File: src/rtl/word_sel_pkg.sv
// Shared types and constants for the word selector and its history buffer.
package word_sel_pkg;

  localparam int RAND_W   = 7;
  localparam int RAND_MAX = 100;

  typedef enum logic [2:0] {
    IDLE,
    GRAB,
    SETTLE,
    REDUCE,
    CHECK
  } state_t;

endpackage

File: src/rtl/word_selector_if.sv
// Request/result bundle between game control, the random generator and the word ROM.
interface word_selector_if;
  import word_sel_pkg::*;

  logic              req;
  logic [RAND_W-1:0] random_num;
  logic              grab_word;
  logic [RAND_W-1:0] word_idx;
  logic              word_valid;
  logic              busy;
  logic              repeat_flag;

  modport master (
    output req, random_num,
    input  grab_word, word_idx, word_valid, busy, repeat_flag
  );

  modport slave (
    input  req, random_num,
    output grab_word, word_idx, word_valid, busy, repeat_flag
  );
endinterface

File: src/rtl/word_selector_history.sv
// Shift-register memory of recently issued word indexes (used with WORD_SEL_NOREPEAT_EN).
module word_history
  import word_sel_pkg::*;
#(
  parameter int HIST_DEPTH = 4,
  parameter int W          = RAND_W
) (
  input  logic         clk,
  input  logic         reset,
  input  logic         push,
  input  logic [W-1:0] din,
  input  logic         clear,
  input  logic [W-1:0] cmp,
  output logic         hit
);

  logic [W-1:0]          entry [HIST_DEPTH];
  logic [HIST_DEPTH-1:0] valid;

  // Newest index enters slot 0; the oldest drops off the far end.
  always_ff @(posedge clk or posedge reset) begin
    if (reset) begin
      valid <= '0;
      for (int i = 0; i < HIST_DEPTH; i++) entry[i] <= '0;
    end else if (clear) begin
      valid <= '0;
    end else if (push) begin
      entry[0] <= din;
      valid[0] <= 1'b1;
      for (int i = 1; i < HIST_DEPTH; i++) begin
        entry[i] <= entry[i-1];
        valid[i] <= valid[i-1];
      end
    end
  end

  always_comb begin
    hit = 1'b0;
    for (int i = 0; i < HIST_DEPTH; i++)
      if (valid[i] && (entry[i] == cmp)) hit = 1'b1;
  end

endmodule

File: src/rtl/word_selector.sv
// Turns generator values into word-list indexes; repeat rejection is built only
// when WORD_SEL_NOREPEAT_EN is defined.
module word_selector
  import word_sel_pkg::*;
#(
  parameter int NUM_WORDS  = 20,
  parameter int HIST_DEPTH = 4,
  parameter int MAX_RETRY  = 3
) (
  input logic            clk,
  input logic            reset,
  word_selector_if.slave bus
);

  localparam logic [RAND_W-1:0] NUM_V = RAND_W'(NUM_WORDS);

  state_t            state, next_state;
  logic              settle_done;
  logic [RAND_W-1:0] acc;
  logic [RAND_W-1:0] idx_q;
  logic              grab_q, valid_q, flag_q;
  logic              grab_d, valid_d, flag_d;
  logic              hit, retry_ok, accept, acc_ge;

  assign acc_ge = (acc >= NUM_V);
  assign accept = !(hit && retry_ok);

`ifdef WORD_SEL_NOREPEAT_EN
  localparam int RETRY_W = $clog2(MAX_RETRY + 2);
  localparam logic [RETRY_W-1:0] MAX_RETRY_V = RETRY_W'(MAX_RETRY);

  logic [RETRY_W-1:0] retry_cnt;

  assign retry_ok = (retry_cnt < MAX_RETRY_V);

  word_history #(
    .HIST_DEPTH (HIST_DEPTH),
    .W          (RAND_W)
  ) u_history (
    .clk   (clk),
    .reset (reset),
    .push  (valid_d),
    .din   (acc),
    .clear (1'b0),
    .cmp   (acc),
    .hit   (hit)
  );

  always_ff @(posedge clk or posedge reset) begin
    if (reset)               retry_cnt <= '0;
    else if (state == CHECK) retry_cnt <= accept ? '0 : retry_cnt + 1'b1;
  end
`else
  localparam int unused_cfg = HIST_DEPTH + MAX_RETRY;

  assign hit      = 1'b0;
  assign retry_ok = 1'b0;
`endif

  always_ff @(posedge clk or posedge reset) begin
    if (reset) state <= IDLE;
    else       state <= next_state;
  end

  // SETTLE spans the grab pulse plus one more cycle before random_num is trusted.
  always_comb begin
    next_state = state;
    case (state)
      IDLE:    if (bus.req) next_state = GRAB;
      GRAB:    next_state = SETTLE;
      SETTLE:  if (settle_done) next_state = REDUCE;
      REDUCE:  if (!acc_ge) next_state = CHECK;
      CHECK:   next_state = accept ? IDLE : GRAB;
      default: next_state = IDLE;
    endcase
  end

  always_comb begin
    grab_d  = (state == GRAB);
    valid_d = (state == CHECK) && accept;
    flag_d  = valid_d && hit;
  end

  always_ff @(posedge clk or posedge reset) begin
    if (reset) begin
      settle_done <= 1'b0;
      acc         <= '0;
      idx_q       <= '0;
      grab_q      <= 1'b0;
      valid_q     <= 1'b0;
      flag_q      <= 1'b0;
    end else begin
      settle_done <= (state == SETTLE) && !settle_done;
      grab_q      <= grab_d;
      valid_q     <= valid_d;
      flag_q      <= flag_d;
      if (state == SETTLE && settle_done)
        acc <= (bus.random_num == '0) ? '0 : bus.random_num - RAND_W'(1);
      else if (state == REDUCE && acc_ge)
        acc <= acc - NUM_V;
      if (valid_d) idx_q <= acc;
    end
  end

  assign bus.grab_word   = grab_q;
  assign bus.word_valid  = valid_q;
  assign bus.repeat_flag = flag_q;
  assign bus.word_idx    = idx_q;
  assign bus.busy        = (state != IDLE);

endmodule
File: src/flat_wrapper.sv
// flat-port wrapper written by rule: the top's interface ports become plain ports
module word_selector_flat import word_sel_pkg::*;
#(
  parameter int NUM_WORDS  = 20,
  parameter int HIST_DEPTH = 4,
  parameter int MAX_RETRY  = 3
)
  (clk, reset, bus_req, bus_random_num, bus_grab_word, bus_word_idx, bus_word_valid, bus_busy, bus_repeat_flag);
  word_selector_if bus_i ();
  input logic clk;
  input logic reset;
  input wire logic [$bits(bus_i.req)-1:0] bus_req;
  input wire logic [$bits(bus_i.random_num)-1:0] bus_random_num;
  output wire logic [$bits(bus_i.grab_word)-1:0] bus_grab_word;
  output wire logic [$bits(bus_i.word_idx)-1:0] bus_word_idx;
  output wire logic [$bits(bus_i.word_valid)-1:0] bus_word_valid;
  output wire logic [$bits(bus_i.busy)-1:0] bus_busy;
  output wire logic [$bits(bus_i.repeat_flag)-1:0] bus_repeat_flag;
  assign bus_i.req = bus_req;
  assign bus_i.random_num = bus_random_num;
  assign bus_grab_word = bus_i.grab_word;
  assign bus_word_idx = bus_i.word_idx;
  assign bus_word_valid = bus_i.word_valid;
  assign bus_busy = bus_i.busy;
  assign bus_repeat_flag = bus_i.repeat_flag;
  word_selector #(.NUM_WORDS(NUM_WORDS), .HIST_DEPTH(HIST_DEPTH), .MAX_RETRY(MAX_RETRY)) u_core (.clk(clk), .reset(reset), .bus(bus_i));
endmodule
File: config.mk
export PLATFORM = sky130hd
export DESIGN_NAME = word_selector_flat
export DESIGN_NICKNAME = d
export VERILOG_FILES = /design/src/rtl/word_sel_pkg.sv /design/src/rtl/word_selector_if.sv /design/src/rtl/word_selector_history.sv /design/src/rtl/word_selector.sv /design/src/flat_wrapper.sv
export SDC_FILE = /design/constraint.sdc
export NUM_CORES = 1
export LEC_CHECK = 0
export CORE_ASPECT_RATIO = 2
export CORE_MARGIN = 2
export CORE_UTILIZATION = 40
export DETAILED_ROUTE_END_ITERATION = 8
export PLACE_DENSITY = 0.72
export REMOVE_ABC_BUFFERS = 1
export SETUP_SLACK_MARGIN = 0.1
export SYNTH_ARGS = -nofsm -noshare
export SYNTH_HDL_FRONTEND = slang
export SYNTH_SLANG_ARGS = --single-unit
File: constraint.sdc
create_clock -name clk -period 2.45 [get_ports clk]
set_clock_uncertainty 0.15 [all_clocks]
set_input_delay 0.49 -clock clk [delete_from_list [all_inputs] [get_ports clk]]
set_output_delay 0.49 -clock clk [all_outputs]
set_load 0.005 [all_outputs]
* Yosys cells after proc, flatten, opt, wreduce, memory -nomap -nowiden
Index checks and enable logic that the tools add are counted.
Widths: inputs -> output; s select.
** Word-level totals
- Input bits :: 10
- Word-level logic and storage cells :: 32
- Output and inout bits :: 11
- Register bits after elaboration :: 20
** Operators by class
- Reductions and logical operators :: 9
- Equal/unequal tests :: 7
- $lt $le $gt $ge :: 1
- $add $sub $neg :: 2
- Muxes and demuxes :: 7
** Operator list (count)
- $mux 7 :: 3
- $pmux 3 s4 :: 1
- $mux 3 :: 3
- $ge 7x5->1 const B :: 1
- $logic_not 7->1 :: 1
- $sub 7x1->7 const B :: 1
- $sub 7x5->7 const B :: 1
- $eq 3x2->1 const B :: 2
- $ne 2x2->1 const B :: 2
- $eq 3x1->1 const B :: 1
- $eq 3x3->1 const B :: 1
- $logic_and 1x1->1 :: 3
- $logic_not 3->1 :: 1
- $reduce_and 3->1 :: 1
- $reduce_bool 3->1 :: 1
- $ne 2x1->1 const B :: 1
- $reduce_bool 2->1 :: 1
- $logic_not 1->1 :: 1

* Longest topological paths before layout
Gate-level depths: netlist (run 1).
- Depth in word-level cells :: 4
- Gate-level depth with buffers :: 6
- Mapped depth without buffers :: 6

* Least setup slack after synthesis (run 1)
Ideal clock, no wire load.
- Kind :: input-to-reg
- Start :: input bus_random_num[4]
- End :: register u_core.acc[6]
- Required time :: 2227 ps
- Arrival :: 1655 ps
- Setup slack :: 571 ps
- Library setup time :: 73 ps
- Path buffers :: 0
- Stages on the path :: 4
- Path through :: or4_4 o41a_1 a32o_1 a21oi_2
** On the way
- Word-level cells in the longest chain between the ends :: 3
- Elaborated cells on any way between the ends :: 4
- Classes of those cells :: 1 x add/sub; 2 x mux; 1 x reduce/logical
** RTL lines
- start, declared :: RTL line flat_wrapper.sv:13 : input wire logic [$bits(bus_i.random_num)-1:0] bus_random_num;
- $sub 7x1->7 or $logic_not 7->1 (tied branches) :: RTL line word_selector.sv:98 : acc <= (bus.random_num == '0) ? '0 : bus.random_num - RAND_W'(1);
- $mux 7 * :: RTL line word_selector.sv:98
- $mux 7 * :: RTL line word_selector.sv:97 : if (state == SETTLE && settle_done)
- end signal, assigned :: RTL line word_selector.sv:98
- end signal, assigned :: RTL line word_selector.sv:100 : acc <= acc - NUM_V;
- end, declared :: RTL line word_selector.sv:19 : logic [RAND_W-1:0] acc;
Every way passes the cells marked *; elsewhere a longest branch is shown, timed or not.
A chain may end at the register's enable or synchronous reset.

* Worst setup path in the final report (run 1)
- Start :: register u_core.state[1]
- End :: output bus_busy
** On the way
- Word-level cells in the longest chain between the ends :: 1
** RTL lines
- start, declared :: RTL line word_selector.sv:17 : state_t state, next_state;
- start signal, assigned :: RTL line word_selector.sv:62 : else state <= next_state;
- $reduce_bool 3->1 :: RTL line word_selector.sv:109 : assign bus.busy = (state != IDLE);
- end, declared :: RTL line flat_wrapper.sv:17 : output wire logic [$bits(bus_i.busy)-1:0] bus_busy;
No other way between the ends.

==> results of run 1 <==
-- power breakdown --
part	internal [uW]	switching (uW)	total (uW)
Clock	143	103	246
Combinational	429	294	722
Sequential	486	195	682
Total	1060	592	1650
-- cells by family after synthesis --
logic type / Yosys count
buf+inv: 11
fa+ha+maj: 4
simple gates: 30
mux: 8
xor+xnor: 4
other cells: 1
flops: 20
compound gates: 28
-- per-layer routing --
layer  wire length (um)  vias to the layer above
li1                   -                      429
met1                859                      439
met2               1370                       23
met3                 70                        2
met4                 19                        0
met5                  0                        -
-- worst max-delay path by stage --
stage | from | end | slack (ns) | cells past startpoint
CTS | u_core.state[1] | bus_busy | 0.24 | 2
floorplan | bus_random_num[4] | u_core.acc[6] | 0.57 | 4
global placement | bus_random_num[4] | u_core.acc[6] | 0.12 | 5
detailed placement | bus_random_num[4] | u_core.acc[6] | 0.09 | 5
finish | u_core.state[1] | bus_busy | 0.25 | 2
global route | u_core.state[1] | bus_busy | 0.18 | 2
-- cell type report --
class	instances	area (um2)	area share
flip-flops and latches	20	500	0.354
inverters	6	22.5	0.0159
repair buffers	22	213	0.150
well taps	29	36.3	0.0256
clock buffers	4	55.1	0.0389
multi-input cells	75	588	0.416
-- layout by cell type, fill, tap and decap left out, types with 2 or more instances in the layout --
cell	netlist	layout
mux2_2	7	7
nor2_1	4	4
buf_4	1	3
inv_1	6	6
nor3_1	4	4
clkbuf_8	0	4
o21ai_0	7	7
o211ai_1	3	3
nor3b_1	4	4
clkdlybuf4s50_1	0	19
dfrtp_1	20	20
nand2b_1	3	3
ha_1	4	4
o21a_1	2	2
xnor2_1	4	4
a21oi_1	2	2
nand2_1	4	4
nand4bb_1	2	2
-- state kept, by name, summed over array words and instances (netlist names) --
name                   flops
u_core.settle_done         1
u_core.bus.grab_word       1
u_core.acc                 7
u_core.bus.word_valid      1
u_core.state               3
u_core.bus.word_idx        7
-- worst max-delay path, cell delays in order, from the launching register on --
cell,delay (ns)
dfrtp_1,0.49
or3_1,0.38
clkdlybuf4s50_1,0.45
-- metrics by stage --
| step | setup WS [ns] | hold slack, ns | instances |
|---|---|---|---|
| after global routing | 0.182 | 0.380 | 156 |
| final | 0.247 | 0.357 | 156 |
| after CTS | 0.236 | 0.365 | 156 |
| after global placement | 0.115 | 0.341 | 152 |
| after floorplan | 0.571 | 0.304 | 101 |
| after detailed placement | 0.0923 | 0.348 | 152 |
==> results.yml, run 1 <==
global_route:
  grt_use_met1: 0.153
  busiest_layer: "met2"
  gr-usage-met3: 0.00679
  first_global_vias: 951
  grt.met2_usage: 0.308
  grt_pass1_wl_um: 4080
  grt_max_degree: 21
  antenna_found_initial: 0
  grt-ovfl-total: 0
  grt_use_total: 0.153
clocking:
  clock-sinks: 20
  htreeDepth: 1
  clock_insertion_delay_worst_skew_ns: 0.25
  cts_tree: "done"
  postCtsResizedCells: 0
  clkTransAtPathRegs_ns: 0.07
  numCtsBuffers: 3
  clockBufferDepth: 2
  root_buffer: "clkbuf_8"
  cts_hold_buffers: 0
  postCtsSetupBuffers: 0
floorplan:
  core_mm2: 0.00274
  fp.dieH_um: 79.4
  rows: 27
  die_width_um: 41.7
  io_pins: 21
  die-area_mm2: 0.00331
  initial_core_util: 0.416
power:
  irDropWorstVdd_v: 0.000492
  power_uw: 1650
  pwr_density_cell_mw_per_mm2: 1170
  leakagePower_uw: 0.000574
routing:
  ant_nets: 0
  post_drt_wl_per_cell_um: 14.9
  firstDrtPassIters: 4
  drtIter0Drc: 12
  wl_um: 2320
  viasPerCell: 5.72
  vias: 893
  drc: 0
synthesis:
  yosysTopAreaCellShare: 0.440
  synth_commonest_cells: "20 x dfrtp_1, 7 x mux2_2, 7 x o21ai_0"
  synth-compound-area-share: 0.185
  syn-cell-area_mm2: 0.00114
  ys.flop_type: "dfrtp_1"
  ys_ff_latch: 20
  yosys_warnings: 0
  post-synth-top-count-cell: "dfrtp_1"
  synth_edf_count: 0
  syn_inst: 106
  muxShareOfSynthArea: 0.0781
  synth_top_family_by_area: "compound AO/OA/AOI/OAI gates"
  synth-adder-area-share: 0.0440
  synth_top_area_cell: "dfrtp_1"
  synth-simple-area-share: 0.176
  synth_cell_type_count: 43
  synth_seq_area_share: 0.440
  synth-async-reset-ratio: 1.00
  synth_area_per_cell_um2: 10.7
  synth_area_leaders: "dfrtp_1 44%, mux2_2 6.9%, ha_1 4.4%"
  synth_xor_area_frac: 0.0308
sta:
  drv_slew: 0
  setup_tns_ns: 0
  min_period_ns: 2.20
  clock.fmax_mhz: 454
  setup_viol: 0
  final_hold_viol_count: 0
  worstMarginPinSlew_ns: 0.734
  max_slew_margin: 0.510
  fin_crit_sh: 0.899
  rsz0062_at_grt: "false"
cells_and_area:
  utilization: 0.517
  nFillCells: 255
  layout.nets: 142
  final_area_mm2: 0.00142
  diodes: 0
  areaGrowthSynthToFinish_pct: 24.4
  drive_gt1_frac: 0.181
setup_path:
  r2r_setup_slack_ns: 0.32
  arrival_ns: 1.56
  critical_path.max_fanout: 9
  ff2ff_path_depth: 6
  worst_setup_path_end_kind: "output port"
  rr_endpoint: "u_core.acc[3]"
  criticalPathCategory: "reg -> out"
  cp-start-kind: "register"
  required_ns: 1.81
  rr_startpoint: "u_core.acc[3]"
place:
  place_congestion: 0.843
  postPlaceCellArea_mm2: 0.00136
  post-dp-hpwl_um: 1850
  io_buffers: 19
hold_path:
  whs_path_depth: 1
  hp-class: "reg -> reg"
  holdPathEnd: "u_core.bus.word_idx[6]"
  hold_start: "u_core.bus.word_idx[6]"
outcome:
  status: "finished, final reports clean"
flow_run:
  maxCapViolCount: 0
No activity file was read; power rests on OpenSTA's default activity.
==> run 2, diff against run 1 <==
- ABC_CLOCK_PERIOD_IN_PS: not set -> 2300
- CORE_ASPECT_RATIO: 2 -> 0.75
- clock period: 2.45 -> 2.3 ns (I/O delays scaled with it)
==> run 2 against run 1 <==
  * Setup slack got worse by 0.092 ns
  * Via count rose by 2.9%
  * Critical path depth did not move
  * Cell area rose by 2.8%
  * Combinational power rose by 11%
  * Routed wire length rose by 3.8%
  * Register-to-register slack barely moved
  * Cell count rose by 7.1%
  * Power rose by 8.5%
  * First-iteration DRC count rose by 130%
  * Critical path type unchanged
  * Highest routed layer unchanged
==> results.yml, run 2 (synthesized netlist as in run 1, its figures left out) <==
outcome:
  status: "finished, final reports clean"
clocking:
  htreeDepth: 1
  cts_hold_buffers: 0
  cts_tree: "done"
  root_buffer: "clkbuf_8"
  clkTransAtPathRegs_ns: 0.07
  numCtsBuffers: 3
  clock-sinks: 20
  clockBufferDepth: 2
  postCtsSetupBuffers: 0
  clock_insertion_delay_worst_skew_ns: 0.25
power:
  internal_power_uw: 1150
  pwr_density_cell_mw_per_mm2: 1230
  p_comb_frac: 0.446
  power_frac_clock: 0.146
  leakagePower_uw: 0.000592
  irDropWorstVdd_v: 0.000546
  p_seq_frac: 0.408
  p_switching_uw: 642
  swShare: 0.358
  power_uw: 1790
routing:
  post_drt_wl_per_cell_um: 14.4
  wl_um: 2410
  drc: 0
  vias: 919
  viasPerCell: 5.50
  firstDrtPassIters: 4
  drtIter0Drc: 28
  ant_nets: 0
sta:
  drv_slew: 0
  min_period_ns: 2.14
  worstMarginPinSlew_ns: 0.567
  rsz0062_at_grt: "false"
  max_slew_margin: 0.620
  clock.fmax_mhz: 466
  setup_viol: 0
  fin_crit_sh: 0.933
  hold_ws_ns: 0.357
  final_hold_viol_count: 0
floorplan:
  io_pins: 21
  die_width_um: 65.6
  rows: 16
  core_mm2: 0.00266
  fp.dieH_um: 50.2
  die-area_mm2: 0.00329
  initial_core_util: 0.427
hold_path:
  hp-class: "reg -> reg"
global_route:
  first_global_vias: 936
  grt-ovfl-total: 0
  grt_pass1_wl_um: 4240
  gr-usage-met3: 0.0471
  grt_max_degree: 21
  grt_use_total: 0.172
  antenna_found_initial: 0
  grt.met2_usage: 0.265
  busiest_layer: "met2"
  grt_use_met1: 0.232
cells_and_area:
  final_area_mm2: 0.00146
  final_cell_mix: "19 x clkdlybuf4s50_1, 19 x dfrtp_1, 7 x mux2_2, 7 x o21ai_0, 7 x buf_4"
  diodes: 0
  layout.nets: 146
  utilization: 0.547
  multi_input_area_um2: 588
  fin_cells: 167
  nFillCells: 251
  drive_gt1_frac: 0.214
  seq_area_um2: 502
  areaGrowthSynthToFinish_pct: 27.9
setup_path:
  required_ns: 1.69
  criticalPathCategory: "reg -> out"
  cp-start-kind: "register"
  arrival_ns: 1.53
  critical_path.max_fanout: 9
  worst_setup_path_end_kind: "output port"
place:
  postPlaceCellArea_mm2: 0.00140
  place_congestion: 0.801
  place_inst: 163
  post-dp-hpwl_um: 1890
  io_buffers: 19
flow_run:
  maxCapViolCount: 0
run 2: per-layer routing:
metal / up-vias / wire length [um]
met4: 0 / 21
met1: 450 / 1170
met2: 21 / 1130
li1: 444 / -
met3: 4 / 88
met5: - / 0
run 2: timing repair:
| item | CTS | global route |
|---|---|---|
| hold endpoints to repair | 0 | 0 |
| gates resized for setup | 0 | 1 |
| endpoints found under the setup margin | 0 | 1 |
run 2: worst paths after layout:
path,slack [ns],to,depth (start not counted),start
hold reg to reg,0.36,u_core.settle_done,1,u_core.settle_done
setup reg to reg,0.31,u_core.acc[3],6,u_core.acc[3]
setup / recovery,0.16,bus_busy,2,u_core.state[2]
max in group asynchronous,1.40,u_core.state[1],3,reset
min in group asynchronous,0.37,u_core.acc[3],3,reset
hold / removal,0.36,u_core.settle_done,1,u_core.settle_done
run 2: final cells by class:
cell class              instances  area share
multi-input cells              75       0.404
flip-flops and latches         20       0.345
repair buffers                 26       0.167
clock buffers                   4      0.0378
well taps                      36      0.0310
inverters                       6      0.0155
run 2: power groups by stage:
stage          registers (uW)  logic [uW]  clock network (uW)
2_1_floorplan             684         493                   0
3_3_place_gp              722         769                   0
3_5_place_dp              729         804                   0
4_1_cts                   724         807                 273
5_1_grt                   767         877                 297
6_report                  731         798                 262
run 2: critical path, stage by stage (launching register included):
cell	delay (ns)
dfrtp_1	0.45
or3_1	0.38
clkdlybuf4s50_1	0.44
run 2: metrics by stage:
step / setup WS, ns / TNS (ns)
6_report: 0.155 / 0
3_3_place_gp: -0.00143 / -0.00143
2_1_floorplan: 0.451 / 0
3_5_place_dp: -0.0740 / -0.0740
5_1_grt: 0.105 / 0
4_1_cts: 0.124 / 0
==> run 3, diff against run 2 <==
- CORE_ASPECT_RATIO: 0.75 -> 0.7
==> run 3 against run 2 <==
  * Global-route usage fell by 1.2 points
  * Cell count unchanged
  * Non-clock buffer count increased by 1
  * Die area about the same
  * Utilization shrank 1.8 points
  * Sequential power is 3.4% lower
  * Sequential share of layout area rose by 0.21 points
  * First-iteration DRC count up 110%
  * Via count down 4.9%
  * Largest cell class unchanged
  * Largest power group unchanged
==> results.yml, run 3 (synthesized netlist as in run 1, its figures left out) <==
setup_path:
  required_ns: 1.69
  criticalPathCategory: "reg -> out"
  cp-start-kind: "register"
  r2r_setup_slack_ns: 0.31
  arrival_ns: 1.52
  worst_setup_path_end_kind: "output port"
  critical_path.max_fanout: 9
clocking:
  htreeDepth: 1
  clkTransAtPathRegs_ns: 0.07
  clock_insertion_delay_worst_skew_ns: 0.25
  numCtsBuffers: 3
  clock-sinks: 20
  cts_hold_buffers: 0
  clockBufferDepth: 2
  cts_tree: "done"
  postCtsResizedCells: 0
  root_buffer: "clkbuf_8"
  postCtsSetupBuffers: 0
floorplan:
  initial_core_util: 0.415
  die-area_mm2: 0.00329
  core_mm2: 0.00274
  fp.dieH_um: 48.6
  die_width_um: 67.7
  io_pins: 21
  rows: 16
sta:
  max_slew_margin: 0.578
  worstMarginPinSlew_ns: 0.631
  clock.fmax_mhz: 469
  min_period_ns: 2.13
  setup_viol: 0
  fin_crit_sh: 0.926
  final_hold_viol_count: 0
  rsz0062_at_grt: "false"
  drv_slew: 0
cells_and_area:
  final_area_mm2: 0.00145
  layout.nets: 147
  drive_gt1_frac: 0.221
  final_cell_mix: "19 x clkdlybuf4s50_1, 18 x dfrtp_1, 8 x buf_4"
  diodes: 0
  nFillCells: 237
  fin_cells: 167
  seq_area_um2: 503
  areaGrowthSynthToFinish_pct: 27.5
  multi_input_area_um2: 588
  layout_commonest_cell: "clkdlybuf4s50_1"
power:
  p_seq_frac: 0.403
  leakagePower_uw: 0.000588
  internal_power_uw: 1130
  p_comb_frac: 0.470
  irDropWorstVdd_v: 0.000630
  power_frac_clock: 0.128
  swShare: 0.358
  p_switching_uw: 626
  pwr_density_cell_mw_per_mm2: 1210
global_route:
  first_global_vias: 911
  grt-ovfl-total: 0
  grt_use_total: 0.159
  grt_pass1_wl_um: 4100
  grt_max_degree: 21
  antenna_found_initial: 0
place:
  place_inst: 164
  place_congestion: 0.796
  post-dp-hpwl_um: 1720
  postPlaceCellArea_mm2: 0.00141
  io_buffers: 19
flow_run:
  maxCapViolCount: 0
routing:
  wl_um: 2220
  firstDrtPassIters: 3
  post_drt_wl_per_cell_um: 13.3
  drtIter0Drc: 58
  drc: 0
  vias: 874
  viasPerCell: 5.23
  ant_nets: 0
hold_path:
  hp-class: "reg -> reg"
outcome:
  status: "finished, final reports clean"
-- run 3: changes by cell type in the layout (fill, tap and decap cells not counted), sizes merged --
cell | previous run | this run
buf | 7 | 8
clkbuf | 4 | 3
-- run 3: power by group through the flow --
stage	combinational, uW	clock, uW	sequential, uW
finish	823	224	706
CTS	832	228	702
detailed placement	827	0	707
global placement	801	0	702
floorplan	493	0	684
global route	916	242	744
-- run 3: final timing paths --
path	from	to	depth (start not counted)
setup / recovery	u_core.state[2]	bus_busy	2
hold / removal	u_core.bus.word_idx[5]	u_core.bus.word_idx[5]	1
setup reg to reg	u_core.acc[3]	u_core.acc[3]	6
hold reg to reg	u_core.bus.word_idx[5]	u_core.bus.word_idx[5]	1
max in group asynchronous	reset	u_core.state[0]	3
min in group asynchronous	reset	u_core.acc[4]	3
-- run 3: layout make-up --
| type | count | share of cell area |
|---|---|---|
| Multi-Input combinational cell | 75 | 0.406 |
| Sequential cell | 20 | 0.347 |
| Timing Repair Buffer | 27 | 0.173 |
| Tap cell | 36 | 0.0311 |
| Clock buffer | 3 | 0.0285 |
| Inverter | 6 | 0.0155 |
-- run 3: worst max-delay path, cell delays in order (launching register included) --
cell             delay, ns
dfrtp_2               0.45
or3_1                 0.37
clkdlybuf4s50_1       0.44
-- run 3: through the flow --
| step | hold slack (ns) | setup TNS, ns | utilization | power, uW | setup slack [ns] |
|---|---|---|---|---|---|
| finish | 0.365 | 0 | 0.529 | 1750 | 0.170 |
| global route | 0.387 | 0 | 0.529 | 1900 | 0.118 |
| CTS | 0.370 | 0 | 0.528 | 1760 | 0.151 |
| detailed placement | 0.345 | -0.0159 | 0.513 | 1530 | -0.0159 |
| global placement | 0.343 | -0.00705 | 0.513 | 1500 | -0.00705 |
| floorplan | 0.274 | 0 | - | 1180 | 0.451 |
-- run 3: routing by layer --
layer  global-route usage  wire length [um]  up-vias
li1                     -                 -      437
met1                0.229              1110      425
met2                0.245              1020       12
met3               0.0558                94        0
met4                    0                 0        0
met5                    0                 0        -
